===== src/rtl/gate_tt_pkg.sv =====
// gate_tt_pkg: shared types and constants for the gate truth-table sequencer.
//   state_t      sequencer FSM states (IDLE, DRIVE, FINISH)
//   tt_width()   truth-table width for an n-input gate (2**n)
//   TT_*         expected tables for 2-input gates; bit i = y for input vector i
//   TIMER_W      width of the settle down-counter (SETTLE range 0..255)
package gate_tt_pkg;

  typedef enum logic [1:0] {
    IDLE   = 2'd0,
    DRIVE  = 2'd1,
    FINISH = 2'd2
  } state_t;

  localparam int unsigned TIMER_W = 8;

  localparam logic [3:0] TT_NOR  = 4'b0001;
  localparam logic [3:0] TT_AND  = 4'b1000;
  localparam logic [3:0] TT_OR   = 4'b1110;
  localparam logic [3:0] TT_NAND = 4'b0111;

  function automatic int unsigned tt_width(input int unsigned n);
    return 32'd1 << n;
  endfunction

endpackage


===== src/rtl/tt_settle_timer.sv =====
// tt_settle_timer: down-counter that times the hold window of each applied vector.
//   clk       rising-edge clock
//   rst_n     asynchronous active-low reset
//   load      reload the counter with load_val (start of a vector)
//   load_val  number of extra hold cycles before the sample edge
//   expired   counter is at zero: the next edge is the sample edge
module tt_settle_timer
  import gate_tt_pkg::*;
(
  input  logic               clk,
  input  logic               rst_n,
  input  logic               load,
  input  logic [TIMER_W-1:0] load_val,
  output logic               expired
);

  logic [TIMER_W-1:0] cnt;

  always_ff @(posedge clk or negedge rst_n) begin
    if (!rst_n) begin
      cnt <= '0;
    end else if (load) begin
      cnt <= load_val;
    end else if (cnt != '0) begin
      cnt <= cnt - 1'b1;
    end
  end

  assign expired = (cnt == '0);

endmodule


===== src/rtl/gate_tt_sequencer.sv =====
// gate_tt_sequencer: exhaustive truth-table driver/checker for small combinational gates.
// Steps gate_in through 0..2**N_IN-1, holds each vector SETTLE+1 cycles, samples gate_y on
// the last cycle and compares it against the table captured at start.
//   clk, rst_n   clock (rising edge) and asynchronous active-low reset
//   start        1-cycle sweep request; ignored unless idle
//   exp_tt       expected truth table, captured when start is accepted
//   gate_y       output of the gate under test
//   gate_in      vector driven to the gate (equals vec_idx)
//   vec_idx      index currently applied / last sampled
//   busy, done   sweep in progress / 1-cycle completion pulse
//   pass         every sample matched (valid from done until next start)
//   fail_mask    bit i set = vector i mismatched (valid from done until next start)
// Build option: define TT_STOP_ON_FAIL_EN to end the sweep on the first mismatch.
module gate_tt_sequencer
  import gate_tt_pkg::*;
#(
  parameter int unsigned         N_IN   = 2,
  parameter int unsigned         SETTLE = 2,
  parameter logic [2**N_IN-1:0]  EXP_TT = TT_NOR
) (
  input  logic                clk,
  input  logic                rst_n,
  input  logic                start,
  input  logic [2**N_IN-1:0]  exp_tt,
  input  logic                gate_y,
  output logic [N_IN-1:0]     gate_in,
  output logic [N_IN-1:0]     vec_idx,
  output logic                busy,
  output logic                done,
  output logic                pass,
  output logic [2**N_IN-1:0]  fail_mask
);

  localparam int unsigned          TT_W      = tt_width(N_IN);
  localparam logic [N_IN-1:0]      LAST_IDX  = N_IN'(TT_W - 1);
  localparam logic [TIMER_W-1:0]   SETTLE_LD = TIMER_W'(SETTLE);

  state_t            state;
  logic [TT_W-1:0]   exp_tab;
  logic              expired;
  logic              sample;
  logic              mismatch;
  logic              stop;
  logic              load;
  logic [TT_W-1:0]   mask_next;

  always_comb begin
    sample    = (state == DRIVE) && expired;
    mismatch  = (gate_y != exp_tab[vec_idx]);
    mask_next = fail_mask | (TT_W'(mismatch) << vec_idx);
`ifdef TT_STOP_ON_FAIL_EN
    stop      = (vec_idx == LAST_IDX) || mismatch;
`else
    stop      = (vec_idx == LAST_IDX);
`endif
    // Reload on sweep start and whenever the sequencer moves on to the next vector.
    load      = ((state == IDLE) && start) || (sample && !stop);
  end

  tt_settle_timer u_timer (
    .clk      (clk),
    .rst_n    (rst_n),
    .load     (load),
    .load_val (SETTLE_LD),
    .expired  (expired)
  );

  always_ff @(posedge clk or negedge rst_n) begin
    if (!rst_n) begin
      state     <= IDLE;
      exp_tab   <= EXP_TT;
      gate_in   <= '0;
      vec_idx   <= '0;
      busy      <= 1'b0;
      done      <= 1'b0;
      pass      <= 1'b0;
      fail_mask <= '0;
    end else begin
      done <= 1'b0;
      unique case (state)
        IDLE: begin
          if (start) begin
            state     <= DRIVE;
            exp_tab   <= exp_tt;
            fail_mask <= '0;
            vec_idx   <= '0;
            gate_in   <= '0;
            busy      <= 1'b1;
            pass      <= 1'b0;
          end
        end
        DRIVE: begin
          if (sample) begin
            fail_mask <= mask_next;
            if (stop) begin
              // vec_idx is left on the last sampled vector
              state <= FINISH;
              done  <= 1'b1;
              busy  <= 1'b0;
              pass  <= ~|mask_next;
            end else begin
              vec_idx <= vec_idx + 1'b1;
              gate_in <= vec_idx + 1'b1;
            end
          end
        end
        FINISH: begin
          state <= IDLE;
        end
        default: begin
          state <= IDLE;
        end
      endcase
    end
  end

endmodule


===== config.mk =====
export PLATFORM = sky130hd
export DESIGN_NAME = gate_tt_sequencer
export DESIGN_NICKNAME = d
export VERILOG_FILES = /design/src/rtl/gate_tt_pkg.sv /design/src/rtl/tt_settle_timer.sv /design/src/rtl/gate_tt_sequencer.sv
export SDC_FILE = /design/constraint.sdc
export NUM_CORES = 1
export LEC_CHECK = 0
export BUFFER_PORTS_ARGS = -buffer_cell sky130_fd_sc_hd__buf_2
export CORE_ASPECT_RATIO = 1.1
export CORE_UTILIZATION = 49
export CTS_CLUSTER_DIAMETER = 80
export CTS_CLUSTER_SIZE = 10
export DETAILED_ROUTE_END_ITERATION = 7
export PLACE_DENSITY = 0.79
export SETUP_SLACK_MARGIN = 0.3
export SLEW_MARGIN = 20
export SYNTH_ARGS = -nofsm -noshare
export SYNTH_HDL_FRONTEND = slang
export SYNTH_SLANG_ARGS = --single-unit

===== constraint.sdc =====
create_clock -name clk -period 1.75 [get_ports clk]
set_clock_uncertainty 0.05 [all_clocks]
set_input_delay 0.35 -clock clk [delete_from_list [all_inputs] [get_ports clk]]
set_output_delay 0.35 -clock clk [all_outputs]
set_load 0.02 [all_outputs]

## Word-level counts from Yosys, hierarchy flattened

Index checks and enable logic that the tools add are counted.

- Register bits after elaboration: 23
- Logic and storage cells: 63
- Input bits: 8

- Reduce and logical (&&, ||, !) cells: 17
- Shifts and indexed selects: 1
- Bitwise operators: 1
- Muxes and demuxes: 26
- Add/sub/neg operators: 2
- Eq/ne operators: 7
- Magnitude comparators: 1

Operators by type and width:

| operator | count |
|---|---|
| $mux W8 | 2 |
| $mux W2 | 6 |
| $mux W1 | 10 |
| $logic_not A8 Y1 | 1 |
| $mux W4 | 2 |
| $ne A2 B2 Y1 const B | 4 |
| $pmux W2 S2 | 2 |
| $pmux W4 S2 | 1 |
| $reduce_and A4 Y1 | 2 |
| $reduce_bool A8 Y1 | 1 |
| $sub A8 B1 Y8 const B | 1 |
| $reduce_and A3 Y1 | 2 |
| $or A4 B4 Y4 | 1 |
| $pmux W1 S2 | 2 |
| $reduce_bool A2 Y1 | 2 |
| $reduce_or A4 Y1 | 1 |
| $shl A1 B2 Y4 | 1 |
| $logic_and A1 B1 Y1 | 3 |
| $lt A2 B3 Y1 const B | 1 |
| $add A2 B1 Y2 const B | 1 |
| $bmux W1 S2 | 1 |
| $eq A2 B1 Y1 const B | 1 |
| $eq A2 B2 Y1 const B | 1 |
| $logic_not A1 Y1 | 2 |
| other kinds (4) | 4 |

## Longest topological paths before layout

Gate-level depths: netlist of run 1.

- Depth in word-level cells: 10
- Gate-level depth with buffers: 7
- Depth with buffers taken out: 6

## Modules after synthesis

From an unflattened synthesis of run 1, not the netlist that was laid out.

- Cells, all modules: 120
- Area, all modules: 1237.4 µm²

By module, submodules not included:

| module | area each (µm²) | instances | cells each |
|---|---|---|---|
| gate_tt_sequencer | 760.7 | 1 | 66 |
| tt_settle_timer | 476.7 | 1 | 54 |

## Worst setup path before layout of run 1

OpenSTA, ideal clock, no wires.

- Path kind: register to register
- Start: register u_timer.cnt[0]
- End: register u_timer.cnt[4]
- Data required time: 1.622 ns
- Arrival: 1.642 ns
- Cell stages (with the launch flop): 8
- Period minus slack after synthesis: 1.770 ns
- Path buffers: 1
- Slack: -0.020 ns
- Library setup time: 0.078 ns
- Cell sequence: dfrtp_1 -> inv_1 -> ha_1 -> nor3b_1 -> and2_1 -> buf_6 -> or4_1 -> a21oi_1

- Cells in the longest elaborated chain, start to end: 5
- Elaborated cells on any way between the ends: 9
- Classes of those cells: add/sub (1); mux (2); reduce/logical (6)

RTL lines:

| item | line | source |
|---|---|---|
| start, declared | tt_settle_timer.sv:17 | `logic [TIMER_W-1:0] cnt;` |
| start signal, assigned | tt_settle_timer.sv:23 | `cnt <= load_val;` |
| start signal, assigned | tt_settle_timer.sv:25 | `cnt <= cnt - 1'b1;` |
| parallel branches: the longest is 5 deep, another holds $sub A8 B1 Y8 | - |  |

Several ways; the timed one is not identified. The select of a mux whose other input is x is not followed.
A chain may end at the register's enable or synchronous reset.

## Worst setup path in the final report of run 1

Same ends and word-level chain as after synthesis.

==> summary.md, run 1 <==
| Metric | Value |
|---|---|
| Psw | ~980 µW |
| Overflow after GRT | 0 |
| Period utilization | roughly nine tenths |
| # DRC | 0 |
| Final-stage net count | 164 |
| Status | finished clean |
| Reg2reg path depth | 6 |
| Full die area | 2560 µm² |
| Root Buffer | clkbuf_4 |
| Synthesized area | between 1000 and 1500 µm² |
| Total Wirelength | about 2500 µm |
| Arr. time, crit path | 1.80 ns |
| Slew Viols, Final | 0 |
| CP endpoint kind | register |
| Worst setup slack after layout | 0.145 ns |
| Ranking of synthesized cells by area | dfrtp_1 (48%), nand2_1 (7.5%), mux2i_1 (6.9%) |
| Post-DP HPWL | 1590 µm |
| Actual slew at the worst max-slew pin | 0.505 ns |
| Cell area power density | ~1600 nW/µm² |
| Most Crowded Layer GR | met2 |
| Remaining antenna violation count | 0 |
| GPL Wtd Cong | 0.793 |
| Fillers | 162 |
| Final setup violation count | 0 |
| Critical path class | register to register |
| Yosys top cell area share | 47.5% |
| Synth Instances | about 120 |
| Post-DP Area | about 1300 µm² |
| Reg area | 579 µm² |
| Synth-to-Final Area Change | 31.1% |
| GRT Total Usage | 21.0% |
| Sequential fraction of the synthesis area | 49.8% |
| Worst Hold Class | input pin to register |
| Crit path time final | 1.60 ns |
| Final hold vios | 0 |
| Rows | 18 |
| Dpl ws | between 0.04 and 0.05 ns |
| Drt first-iter violations | 11 |
| I/O pins | 19 |
| Syn_nets | 129 |
| Initial antenna violation count | 0 |
| Die height | 53 µm |
| Hold depth | 3 |
| # port buffers | 18 |
| Sequential fraction of design power | between 30% and 40% |
| Setup Total Neg Slack | 0 ns |
| Hold EP | exp_tab[0] |
| Commonest non-fill, non-tap cells in the layout | nand2_1 (23), dfrtp_1 (20), buf_2 (17) |
| Seq cells post-synth | 23 |
| Leakage | around 0.00072 µW |
| Pin count of the biggest net entering global routing | 24 |
| Clock Power Share | about a tenth |
| Reg-to-reg startpoint | u_timer.cnt[0] |
| Fin area | 1520 µm² |
| CTS tree | done |
| Critical path fanouts, max | 7 |
| Clock sinks | 23 |
| Via count | 948 |
| Most common cell after layout, fill and taps aside | nand2_1 |
| Clk Latency, worst-skew pair | about 0.31 ns |
| Flop-to-flop setup slack | between 0.1 and 0.15 ns |
| Comb power frac | between 50% and 60% |
| First-pass GRT wire length | 4020 µm |
| RSZ-0062 raised after global routing | yes |
| Core area | roughly 2200 µm² |
| Worst EP required | between 1.5 and 2 ns |
| Vias in the first global route | 920 |
| VDD IR max | 0.00107 V |
| CTS max path bufs | 2 |
| Area leader, netlist | dfrtp_1 |
| Ys Warns | 0 |
| Syn Area/Cell | 9.82 µm² |
| CTS H-Tree Depth | 1 |
| WL per Instance | approximately 14 µm |
| Critical Path Start | u_timer.cnt[0] |
| Grt met1 use | 25.7% |
| F_max | 623 MHz |
| Share of cells above drive strength 1 | 40.1% |
| Global-route met2 utilization | between 30% and 40% |
| Max-cap violations | 0 |
| DR vias/cell | around 5.2 |
| Slew Limit Headroom | 66.3% |
| Startpoint type of the worst setup path | register |
| Reg-to-reg endpoint | u_timer.cnt[4] |
| Initial core utilization | around half |
| Area of the multi-input gates | 619 µm² |
| Die width | 48.4 µm |
| N_diodes | 0 |
| GRT met3 Usage | 2.30% |
| Cell internal pwr | 1450 µW |
| Hold_sp | exp_tt[0] |
| Clock-pin transition on the worst setup and hold timing paths | roughly 0.12 ns |
| DRT Pass-1 Iters | 4 |
| TritonCTS Buffers | 3 |
| Sw Ratio | 40.2% |
| Synth unique cells | 34 |
## worst max-delay path by stage
stage	endpoint	slack, ns	cells past startpoint
after floorplan	u_timer.cnt[4]	0.13	7
after global placement	u_timer.cnt[4]	0.10	6
after detailed placement	u_timer.cnt[1]	0.05	6
after CTS	u_timer.cnt[4]	0.18	6
after global routing	u_timer.cnt[1]	0.08	6
final	u_timer.cnt[4]	0.15	6
## per-layer routing
metal	vias to the layer above	part of all wire [%]	wire length [µm]
met5	-	0	0
met4	0	3.2	79
met3	8	2.1	51
met2	21	50	1240
met1	450	44	1100
li1	469	-	-
## cell families (layout without fill, tap and decap cells)
group	count (synthesis)	in the layout	synth area share (%)
AOI/OAI and AO/OA	15	15	8.42
xor gates and xnor gates	4	4	3.02
adders and majority gates	3	3	3.24
buffers and inverters	10	44	4.54
DFF	23	23	49.8
muxes	8	8	6.91
and+or+nand+nor	55	55	24.1
## sequential cells by signal, summed over array words and instances (netlist names)
name         cells
fail_mask        4
u_timer.cnt      8
busy             1
done             1
state            2
vec_idx          2
pass             1
exp_tab          4
## cell type report
class / count / area share, %
flip-flops and latches: 23 / 38.1
inverters: 5 / 1.24
multi-input cells: 85 / 40.8
clock buffers: 4 / 1.73
well taps: 30 / 2.47
repair buffers: 35 / 15.7
## Yosys cell counts
| library cell | number |
|---|---|
| a31o_2 | 1 |
| inv_1 | 5 |
| xnor2_1 | 3 |
| nor3b_1 | 2 |
| nor3_1 | 2 |
| xor2_1 | 1 |
| or3_1 | 2 |
| ha_1 | 3 |
| nand2b_1 | 3 |
| dfstp_2 | 1 |
| nor2b_1 | 1 |
| buf_6 | 1 |
| nor4_2 | 1 |
| o31ai_1 | 1 |
| buf_4 | 2 |
| o21ai_2 | 1 |
| nor4_1 | 1 |
| a21o_1 | 1 |
| and2_1 | 1 |
| dfrtp_1 | 22 |
| nand2_1 | 23 |
| and3_2 | 3 |
| clkbuf_1 | 2 |
| a21oi_1 | 7 |
| or3_2 | 1 |
| mux2i_1 | 8 |
| nand3_1 | 1 |
| or4_1 | 2 |
| or3b_2 | 1 |
| o21ai_0 | 2 |
| nor2_1 | 9 |
| nand4_1 | 1 |
| or2_1 | 1 |
| a32o_1 | 2 |
## critical path, stage by stage, from the launching register on
cell and delay (ns):
dfrtp_1 0.40, inv_2 0.07, ha_4 0.15, nor3b_4 0.16, and2_4 0.17, or4_1 0.42, a21oi_2 0.13
## what timing repair did
item | CTS | global route
pin swaps | 9 | 4
resized for setup | 11 | 6
hold buffers | 1 | 0
endpoints found under the setup margin | 21 | 21
hold endpoints to repair | 22 | 0
buffers inserted | 10 | 3
gates cloned | 0 | 0
## power by group through the flow
stage	clock network, µW	logic [µW]	registers [µW]
floorplan	0	694	984
global placement	0	924	940
detailed placement	0	960	951
CTS	252	1170	932
global route	268	1380	959
finish	242	1250	936
## through the flow
stage	hold WS (ns)	utilization, %	total power, µW	cells
2_1_floorplan	0.00441	-	1680	118
3_3_place_gp	0.291	59.5	1860	164
3_5_place_dp	0.300	59.5	1910	164
4_1_cts	0.154	66.1	2350	179
5_1_grt	0.165	68.1	2610	182
6_report	0.158	68.1	2430	182
Note: power is estimated with default switching activity, not from simulation.
==> run 2: changes to the inputs <==
CORE_UTILIZATION = 52   (was 49)
CTS_BUF_LIST = sky130_fd_sc_hd__clkbuf_8   (was unset)
PLACE_DENSITY = 0.82   (was 0.79)
==> run 2 against run 1 <==
  * The run now ends with hold timing left
  * Fmax shrank 7.4%
  * Register-to-register slack worse by 0.13 ns
  * Hold slack got worse by 0.16 ns
  * Critical path depth shrank 1
  * Critical path type unchanged
  * Critical endpoint is now u_timer.cnt[5]
==> summary.md, run 2 (synthesis results as in run 1) <==
| Metric | Value |
|---|---|
| Status | finished with violations |
| Failing checks | hold timing |
| Commonest non-fill, non-tap cells in the layout | nand2_1 (23), dfrtp_1 (20), buf_2 (18) |
| # port buffers | 18 |
| Core area | 2060 µm² |
| Most common cell after layout, fill and taps aside | nand2_1 |
| Actual slew at the worst max-slew pin | around 0.51 ns |
| Leakage | 0.000719 µW |
| Slowest stage cell, crit path | or3_1 |
| Initial core utilization | 56.2% |
| N_diodes | 0 |
| Arr. time, crit path | 1.83 ns |
| Reg-to-reg startpoint | u_timer.cnt[0] |
| Pin count of the biggest net entering global routing | 24 |
| Via count | 968 |
| TritonCTS Buffers | 3 |
| I/O pins | 19 |
| GPL Wtd Cong | between 0.7 and 0.8 |
| Remaining antenna violation count | 0 |
| Flop-to-flop setup slack | ~0.017 ns |
| RSZ-0062 raised after global routing | yes |
| Final hold vios | 4 |
| GRT Total Usage | about a quarter |
| Post-DP HPWL | 1610 µm |
| Largest register FFs | 8 |
| First-pass GRT wire length | about 3900 µm |
| Crit path time final | approximately 1.7 ns |
| Fin area | around 1500 µm² |
| Synth-to-Final Area Change | 30.0% |
| Final setup violation count | 0 |
| Fillers | 144 |
| Max-cap violations | 0 |
| F_max | 577 MHz |
| Full die area | 2420 µm² |
| Hold slack | -0.00390 ns |
| Overflow after GRT | 0 |
| Worst Hold Class | input pin to async pin |
| Final core occ | 73.0% |
| Reg-to-reg endpoint | u_timer.cnt[5] |
| Period utilization | 99.1% |
| Top Registers | u_timer.cnt: 8 flops, exp_tab: 4 flops, fail_mask: 4 flops |
| Total Wirelength | about 2600 µm |
| CTS H-Tree Depth | 1 |
| Slew Limit Headroom | 65.8% |
| Clock-pin transition on the worst setup and hold timing paths | roughly 0.08 ns |
| Final non-filler cell total | about 180 |
| Reg2reg path depth | 5 |
| Drt first-iter violations | 14 |
| Cell Count Post-Placement | 163 |
| Root Buffer | clkbuf_8 |
| Final Power | between 2000 and 3000 µW |
| Top reg by flops | u_timer.cnt |
| WL per Instance | ~15 µm |
| Critical path class | register to register |
| VDD IR max | 0.00108 V |
| Post-DP Area | approximately 1300 µm² |
| Clock sinks | 23 |
| Initial antenna violation count | 0 |
| DR vias/cell | between 5 and 6 |
| Slowest Stage Delay on Critical Path | 0.41 ns |
| Startpoint type of the worst setup path | register |
| CTS max path bufs | 2 |
| Cell area power density | 1660 nW/µm² |
| Clk Latency, worst-skew pair | 0.26 ns |
| Rows | 17 |
| Die height | 51.5 µm |
| CTS tree | done |
| # DRC | 0 |
| Die width | between 40 and 50 µm |
| Critical path fanouts, max | 3 |
| Share of cells above drive strength 1 | 38.7% |
| Slew Viols, Final | 0 |
| Vias in the first global route | ~930 |
| Worst EP required | 1.84 ns |
| Final-stage net count | 162 |
| CP Cell Sequence | buf_4 -> or3_1 -> nor3_1 -> mux2i_1 -> nor2_1 |
| DRT Pass-1 Iters | 6 |
| CP endpoint kind | register |
==> run 2: critical path: cells and delay by family, from the launching register on <==
family,cells,cell delay (ns)
buffers and inverters,1,0.14
flip-flops,1,0.40
multiplexers,1,0.24
AND/OR/NAND/NOR,3,0.79
==> run 2: worst max path at each step <==
| stage | start | to | cells past startpoint |
|---|---|---|---|
| 2_1_floorplan | u_timer.cnt[0] | u_timer.cnt[4] | 7 |
| 4_1_cts | u_timer.cnt[0] | u_timer.cnt[1] | 6 |
| 3_3_place_gp | u_timer.cnt[0] | u_timer.cnt[4] | 6 |
| 5_1_grt | u_timer.cnt[0] | u_timer.cnt[5] | 5 |
| 3_5_place_dp | u_timer.cnt[0] | u_timer.cnt[4] | 6 |
| 6_report | u_timer.cnt[0] | u_timer.cnt[5] | 5 |
==> run 2: timing repair <==
action                                  in CTS  in global routing
buffers inserted                             3                  8
endpoints found under the setup margin      18                 20
hold buffers                                 0                  0
pin swaps                                    8                  7
resized for setup                            8                  5
==> run 2: layout make-up <==
type	instances	area, µm²	area share, %
Multi-Input combinational cell	85	622	41.3
Clock buffer	3	41.3	2.74
Sequential cell	23	579	38.5
Timing Repair Buffer	33	206	13.7
Tap cell	28	35.0	2.33
Clock inverter	1	3.75	0.249
Inverter	5	18.8	1.25
==> run 2: metal layers <==
| layer | track usage (%) | wire (µm) | vias to the layer above |
|---|---|---|---|
| met2 | 39.6 | 1360 | 22 |
| li1 | - | - | 467 |
| met4 | 10.5 | 59 | 0 |
| met1 | 28.5 | 1130 | 473 |
| met3 | 3.13 | 78 | 6 |
| met5 | 0 | 0 | - |
==> run 2: metrics by stage <==
stage / setup slack, ns / hold slack, ns / TNS, ns
after floorplan: 0.131 / 0.00441 / 0
final: 0.0165 / -0.00390 / 0
after global placement: 0.109 / 0.289 / 0
after global routing: -0.00759 / 0.0397 / -0.00759
after detailed placement: 0.0576 / 0.297 / 0
after CTS: 0.149 / 0.0137 / 0
==> run 2: power by group <==
part           switching [µW]  internal [µW]
Sequential                219            734
Combinational             624            600
Clock                     167            156
==> run 3: changes to the inputs <==
BUFFER_PORTS_ARGS = unset   (was -buffer_cell sky130_fd_sc_hd__buf_2)
CORE_UTILIZATION = 69   (was 52)
DONT_BUFFER_PORTS = 1   (was unset)
PLACE_DENSITY = 0.9   (was 0.82)
clock period = 2.2 ns   (was 1.75 ns; I/O delays follow)
==> run 3 against run 2 <==
  * The flow now finishes without violations
  * Sequential share of layout area rose by 6.9 points
  * Sequential power fell by 17%
  * Non-clock buffer count fell by 26
  * Clock power fell by 20%
  * Wire length fell by 13%
  * Worst setup slack improved by 0.31 ns
  * Cell count fell by 21%
  * Critical path depth rose by 1
  * Via count fell by 10%
  * Fmax fell by 7.3%
  * Largest cell class is now flip-flops and latches
==> summary.md, run 3 (synthesis results as in run 1) <==
| Metric | Value |
|---|---|
| Top Registers | u_timer.cnt: 8 flops, exp_tab: 4 flops, fail_mask: 4 flops |
| Crit path time final | roughly 1.9 ns |
| Slowest Stage Delay on Critical Path | between 0.4 and 0.5 ns |
| Reg2reg path depth | 6 |
| Remaining antenna violation count | 0 |
| Die width | slightly above 40 µm |
| F_max | around 530 MHz |
| Drt first-iter violations | 33 |
| Arr. time, crit path | around 2 ns |
| Largest register FFs | 8 |
| Setup Total Neg Slack | 0 ns |
| Status | finished clean |
| # port buffers | 0 |
| Total Wirelength | 2290 µm |
| GRT Total Usage | 27.5% |
| Overflow after GRT | 0 |
| DR vias/cell | about 6.2 |
| Worst Hold Class | input pin to async pin |
| RSZ-0062 raised after global routing | no |
| First-pass GRT wire length | 3420 µm |
| Worst EP required | about 2.3 ns |
| Actual slew at the worst max-slew pin | ~0.48 ns |
| CTS H-Tree Depth | 1 |
| Flop-to-flop setup slack | around 0.33 ns |
| Vias in the first global route | 795 |
| Final-stage net count | 136 |
| Critical path fanouts, max | 7 |
| CP endpoint kind | register |
| CTS max path bufs | 2 |
| Reg-to-reg endpoint | u_timer.cnt[4] |
| Clk Latency, worst-skew pair | 0.27 ns |
| Final Power | approximately 1700 µW |
| Period utilization | between 80% and 90% |
| Clock-pin transition on the worst setup and hold timing paths | 0.08 ns |
| CP Cell Sequence | inv_1 -> ha_1 -> nor3b_2 -> and2_2 -> or4_1 -> a21oi_1 |
| Rows | 15 |
| Post-DP HPWL | 1430 µm |
| Initial core utilization | 73.5% |
| GPL Wtd Cong | a little under 0.8 |
| N_diodes | 0 |
| # DRC | 0 |
| Reg-to-reg startpoint | u_timer.cnt[0] |
| Slew Limit Headroom | 67.7% |
| Initial antenna violation count | 0 |
| TritonCTS Buffers | 3 |
| Final hold vios | 0 |
| Most common cell after layout, fill and taps aside | nand2_1 |
| DRT Pass-1 Iters | 4 |
| Max-cap violations | 0 |
| CTS tree | done |
| Core area | 1580 µm² |
| Die height | 45.0 µm |
| Top reg by flops | u_timer.cnt |
| Via count | 871 |
| VDD IR max | 0.000827 V |
| Share of cells above drive strength 1 | 19.4% |
| Slowest stage cell, crit path | or4_1 |
| Synth-to-Final Area Change | 9.83% |
| Full die area | around 1800 µm² |
| Pin count of the biggest net entering global routing | 24 |
| Cell area power density | about 1400 nW/µm² |
| Critical path class | register to register |
| Clock sinks | 23 |
| Leakage | between 0.0005 and 0.0006 µW |
| WL per Instance | 16.2 µm |
| Slew Viols, Final | 0 |
| Startpoint type of the worst setup path | register |
| Final setup violation count | 0 |
| Root Buffer | clkbuf_8 |
| Final core occ | 80.7% |
| I/O pins | 19 |
| Commonest non-fill, non-tap cells in the layout | nand2_1 (23), dfrtp_1 (22), mux2i_1 (8), nor2_1 (8), a21oi_1 (7) |
[run 3: final cells by class]
class / instances / area [µm²]
clock buffers: 3 / 41.3
clock inverters: 1 / 5.00
fillers: 100 / 304
inverters: 5 / 18.8
multi-input cells: 85 / 559
flip-flops and latches: 23 / 577
well taps: 17 / 21.3
repair buffers: 7 / 50.0
[run 3: stage by stage]
stage / setup slack (ns) / cells / instance area [µm²] / hold WS (ns)
after CTS: 0.319 / 139 / 1230 / 0.205
final: 0.329 / 141 / 1270 / 0.0709
after floorplan: 0.430 / 118 / 1160 / 0.0944
after detailed placement: 0.382 / 134 / 1180 / 0.0949
after global routing: 0.287 / 141 / 1270 / 0.121
after global placement: 0.464 / 134 / 1180 / 0.0948
[run 3: repair_timing]
action,in CTS,in global routing
setup buffers,0,2
endpoints found under the setup margin,0,12
hold buffers,1,0
hold endpoints to repair,23,0
gates resized for setup,0,6
[run 3: routing by layer]
layer  up-vias  track usage [%]  part of all wire [%]
met5         -                0                     0
met4         0             12.0                  0.83
met3         2             4.43                   4.9
met2        33             45.0                    51
met1       425             34.4                    43
li1        411                -                     -
[run 3: worst max-delay path by stage]
stage / start / end / depth (start not counted)
floorplan: u_timer.cnt[0] / u_timer.cnt[4] / 7
global placement: u_timer.cnt[0] / u_timer.cnt[4] / 6
detailed placement: u_timer.cnt[0] / u_timer.cnt[1] / 7
CTS: u_timer.cnt[0] / u_timer.cnt[1] / 7
global route: u_timer.cnt[0] / u_timer.cnt[4] / 6
finish: u_timer.cnt[0] / u_timer.cnt[4] / 6
[run 3: worst max-delay path: cells and delay by family (launching register included)]
| family | cells | cell delay (ns) |
|---|---|---|
| and+or+nand+nor | 3 | 0.91 |
| DFF | 1 | 0.36 |
| adders and majority gates | 1 | 0.23 |
| AOI/OAI and AO/OA | 1 | 0.15 |
| buffers and inverters | 1 | 0.09 |
[run 3: power breakdown]
group          switching [µW]  leakage (µW)  internal, µW  total, µW
clock                     134     0.0000255           126        260
sequential                211      0.000288           580        791
combinational             375      0.000284           314        688
total                     719      0.000598          1020       1740
